## src/rtl/serial_mag_compare.sv

```systemverilog
// -----------------------------------------------------------------------------
// serial_mag_compare
//
// Multi-cycle magnitude comparator for two WIDTH-bit operands. The operands are
// captured on an accepted start and scanned DIGIT bits per cycle, most
// significant digit first. The scan stops at the first digit that differs, or
// after the last digit when the operands are equal. The result is reported as
// one-hot eq/lt/gt together with a one-cycle done pulse.
//
// Signed (two's-complement) compares invert the sign bit of both operands when
// they are captured. This maps them to offset-binary, so the scan itself is
// always an unsigned compare.
//
// Parameters
//   WIDTH        operand width in bits (>= 2)
//   DIGIT        bits compared per cycle; must divide WIDTH exactly
//
// Ports
//   clk          rising-edge clock
//   rst_n        asynchronous active-low reset
//   start        compare request, honoured only in IDLE or DONE
//   a, b         operands, captured on the accepted start edge
//   signed_mode  1 = two's-complement compare, 0 = unsigned; captured with a/b
//   busy         compare in progress
//   done         one-cycle pulse, eq/lt/gt valid
//   eq, lt, gt   one-hot result; held until the next accepted start
// -----------------------------------------------------------------------------
module serial_mag_compare #(
    parameter int WIDTH = 8,
    parameter int DIGIT = 1
) (
    input  logic             clk,
    input  logic             rst_n,
    input  logic             start,
    input  logic [WIDTH-1:0] a,
    input  logic [WIDTH-1:0] b,
    input  logic             signed_mode,
    output logic             busy,
    output logic             done,
    output logic             eq,
    output logic             lt,
    output logic             gt
);

    localparam int NDIG  = WIDTH / DIGIT;
    localparam int IDX_W = (NDIG > 1) ? $clog2(NDIG) : 1;
    localparam logic [IDX_W-1:0] IDX_TOP   = IDX_W'(NDIG - 1);
    localparam logic [WIDTH-1:0] SIGN_FLIP = {1'b1, {(WIDTH-1){1'b0}}};

    generate
        if ((WIDTH < 2) || (DIGIT < 1) || ((WIDTH % DIGIT) != 0)) begin : g_bad_params
            $error("serial_mag_compare: WIDTH must be >= 2 and divisible by DIGIT");
        end
    endgenerate

    typedef enum logic [1:0] {
        ST_IDLE = 2'd0,
        ST_SCAN = 2'd1,
        ST_DONE = 2'd2
    } state_t;

    state_t             state_r;
    logic [WIDTH-1:0]   a_r;
    logic [WIDTH-1:0]   b_r;
    logic [IDX_W-1:0]   idx_r;
    logic [WIDTH-1:0]   flip_s;
    logic [DIGIT-1:0]   a_dig_s;
    logic [DIGIT-1:0]   b_dig_s;
    logic               accept_s;

    // The operand registers shift left after each equal digit, so the digit
    // under test is always the top DIGIT bits; idx_r only counts digits left.
    assign a_dig_s  = a_r[WIDTH-1 -: DIGIT];
    assign b_dig_s  = b_r[WIDTH-1 -: DIGIT];
    assign flip_s   = signed_mode ? SIGN_FLIP : {WIDTH{1'b0}};
    assign accept_s = start && ((state_r == ST_IDLE) || (state_r == ST_DONE));

    // Control FSM: operand capture, digit scan and registered result flags.
    always_ff @(posedge clk or negedge rst_n) begin
        if (!rst_n) begin
            state_r <= ST_IDLE;
            a_r     <= {WIDTH{1'b0}};
            b_r     <= {WIDTH{1'b0}};
            idx_r   <= {IDX_W{1'b0}};
            busy    <= 1'b0;
            done    <= 1'b0;
            eq      <= 1'b0;
            lt      <= 1'b0;
            gt      <= 1'b0;
        end else begin
            case (state_r)
                ST_IDLE, ST_DONE: begin
                    if (accept_s) begin
                        a_r     <= a ^ flip_s;
                        b_r     <= b ^ flip_s;
                        idx_r   <= IDX_TOP;
                        eq      <= 1'b0;
                        lt      <= 1'b0;
                        gt      <= 1'b0;
                        done    <= 1'b0;
                        busy    <= 1'b1;
                        state_r <= ST_SCAN;
                    end else begin
                        // Results stay valid; only the done pulse ends.
                        done    <= 1'b0;
                        state_r <= ST_IDLE;
                    end
                end
                ST_SCAN: begin
                    if (a_dig_s > b_dig_s) begin
                        gt      <= 1'b1;
                        busy    <= 1'b0;
                        done    <= 1'b1;
                        state_r <= ST_DONE;
                    end else if (a_dig_s < b_dig_s) begin
                        lt      <= 1'b1;
                        busy    <= 1'b0;
                        done    <= 1'b1;
                        state_r <= ST_DONE;
                    end else if (idx_r == {IDX_W{1'b0}}) begin
                        eq      <= 1'b1;
                        busy    <= 1'b0;
                        done    <= 1'b1;
                        state_r <= ST_DONE;
                    end else begin
                        idx_r   <= idx_r - {{(IDX_W-1){1'b0}}, 1'b1};
                        a_r     <= a_r << DIGIT;
                        b_r     <= b_r << DIGIT;
                    end
                end
                default: begin
                    busy    <= 1'b0;
                    done    <= 1'b0;
                    state_r <= ST_IDLE;
                end
            endcase
        end
    end

endmodule
```

## config.mk

```make
export PLATFORM = sky130hd
export DESIGN_NAME = serial_mag_compare
export DESIGN_NICKNAME = d
export VERILOG_FILES = /design/src/rtl/serial_mag_compare.sv
export SDC_FILE = /design/constraint.sdc
export NUM_CORES = 1
export LEC_CHECK = 0
export CAP_MARGIN = 20
export CORE_MARGIN = 3
export CORE_UTILIZATION = 55
export DETAILED_ROUTE_END_ITERATION = 16
export PLACE_DENSITY = 0.95
export SLEW_MARGIN = 20
export SYNTH_ARGS = -nofsm -noshare
export SYNTH_HDL_FRONTEND = slang
export SYNTH_SLANG_ARGS = --single-unit
```

## constraint.sdc

```tcl
create_clock -name clk -period 3.9 [get_ports clk]
set_input_delay 0.39 -clock clk [delete_from_list [all_inputs] [get_ports clk]]
set_output_delay 0.39 -clock clk [all_outputs]
set_load 0.1 [all_outputs]
```

==> results.ini <==
[die]
io_pins=25
row_count=17
core_area_um2=2250
start_util_pct=58.7
die_area_um2=3030
die_h_um=55.0
fp.dieW_um=55.0

[critical_path]
worst_setup_path_start_kind=register
critical_path_required_ns=3.51
crit_type=register to output pin
crit_slowest_cell=clkdlybuf4s50_1
critPathTopFamily=buffers and inverters
worstPathCellList=clkdlybuf4s50_1
crit_path_end_kind=output pin
path_max_fanout=4
critPathArrivalTime_ns=1.89
crit_buf_inv=1
critPathMaxStageDelay_ns=1.15

[clocking]
clock_sinks=25
clkSlewWorstSetupHoldPaths_ns=0.14
ctsResizeCount=0
postCtsSetupRepairBufs=0
cts_tree=done
cts_max_path_buffers=2
cts_buffers=3
postCtsHoldBufs=0
cts_root_buffer=clkbuf_4
h-tree-depth=1
clk_latency_ns=0.32

[sta]
hold_ws_ns=0.0336
tns_ns=0
rsz0062_at_grt=no
worst_pin_slew_ns=0.974
fmaxAchievable_mhz=438
slew-limit-headroom_pct=34.9
skew_ns=0.00961
finalSetupViolCount=0
setup_ws_ns=1.62
period_share_pct=58.5
maxSlewViolCount=0
min_period_ns=2.28
hold_violations=0

[worst_hold_path]
hold_path_class=input pin to async pin

[logic_synthesis]
synth_cells=132
yosys_register_bits=25
ys_types=26
synth_nets=156
synth-warning-count=0
seq_area_frac_synth_pct=47.3
synth_area_um2=1320
synth_area_per_cell_um2=10.0

[cells_and_area]
final.fill_count=185
final_common_cell=nand2_1
final_layout_size_suffix_gt1_share_pct=11.6
num_antenna_cells=0
area.sequential_um2=626
layout.nets=180
area_growth_pct=20.3
fin_cells=183
mostFrequentLayoutCells=nand2_1, dfrtp_1, clkdlybuf4s50_1
multi_input_area_um2=646

[routing]
finalWirelength_mm=2.49
ant_nets=0
drt-initial-drc-count=14
vias=964
wl_per_cell_um=13.6
vias_per_cell=5.27
drc_errors=0
dr.pass1.iters=4

[grt]
antenna_found_initial=0
grt_pass1_wl_mm=4.10
grt_remaining_overflow=0
grt_pass1_vias=944
grt_usage_pct=19.0
grt_max_degree=26

[power_and_ir_drop]
power.leakage_nw=0.775
power.density_nw_per_um2=833
ir_worst_vdd_mv=0.884
total_power_mw=1.33

[status]
status=finished clean

[place]
portBuffers=24
dp_worst_setup_slack_ns=1.84
dp_cells=179
dp_hpwl_mm=1.88
gp_congestion=0.773

[run]
max_cap_violations=0

area by class of cell:
type                       instances  area share [%]
tap                               28            2.20
clock buffer                       3            1.42
multi-input combinational         96            40.6
sequential                        25            39.3
clock inverter                     1           0.314
timing repair buffer              24            14.8
inverter                           6            1.42
Yosys cell counts, drive strengths merged:
cell	number	area [µm²]
nand2	43	161
dfrtp	25	626
mux2	14	184
o21ai	8	40.0
nor2	7	58.8
a21oi	6	41.3
inv	6	22.5
ha	4	50.1
buf	3	21.3
nand2b	3	21.3
and2b	2	17.5
clkbuf	2	7.51
mux2i	2	20.0
xnor2	2	17.5
a31oi	1	6.26
nand3	1	5.00
nand4b	1	8.76
o31ai	1	7.51
or2	1	6.26
cell families after synthesis:
logic type | count (synthesis) | share of synthesized area, %
AOI/OAI and AO/OA | 16 | 7.19
adders and majority gates | 4 | 3.78
muxes | 16 | 15.4
DFF | 25 | 47.3
buffers and inverters | 11 | 3.88
xor gates and xnor gates | 2 | 1.32
and+or+nand+nor | 58 | 21.1
state kept, by name (all words and copies together) (netlist names):
name and count:
a_r 8, b_r 8, busy 1, done 1, eq 1, gt 1, idx_r 3, lt 1
state_r 1
metrics by stage:
| stage | area, µm² | utilization, % |
|---|---|---|
| floorplan | 1320 | - |
| global placement | 1570 | 69.6 |
| detailed placement | 1570 | 69.6 |
| CTS | 1600 | 70.8 |
| global route | 1590 | 70.6 |
| finish | 1590 | 70.6 |
power by group:
group          switching [mW]  total (mW)  internal (mW)
registers              0.0680       0.447          0.379
clock network          0.0773       0.116         0.0384
logic                   0.453       0.764          0.311
total                   0.598        1.33          0.728
path summary, 6_finish.rpt:
kind                       endpoint  slack, ns   start  cells after the start
min in group clk             b_r[4]       0.51  b_r[4]                      1
max reg2reg                  b_r[1]       1.83    done                      4
min reg2reg                  b_r[4]       0.51  b_r[4]                      1
max                            done       1.62    done                      1
min                          a_r[0]       0.03   rst_n                      1
max in group asynchronous    a_r[5]       3.50   rst_n                      1
metal layers:
layer  share of wire (%)  routed length (µm)  GRT usage, %  up-vias
met5                   0                   0             0        -
met4                 1.2                  31          7.69        0
met3                 5.4                 134          3.49        4
met2                  51                1260          34.3       23
met1                  43                1060          22.1      463
li1                    -                   -             -      474
(Power assumes the default switching activity.)
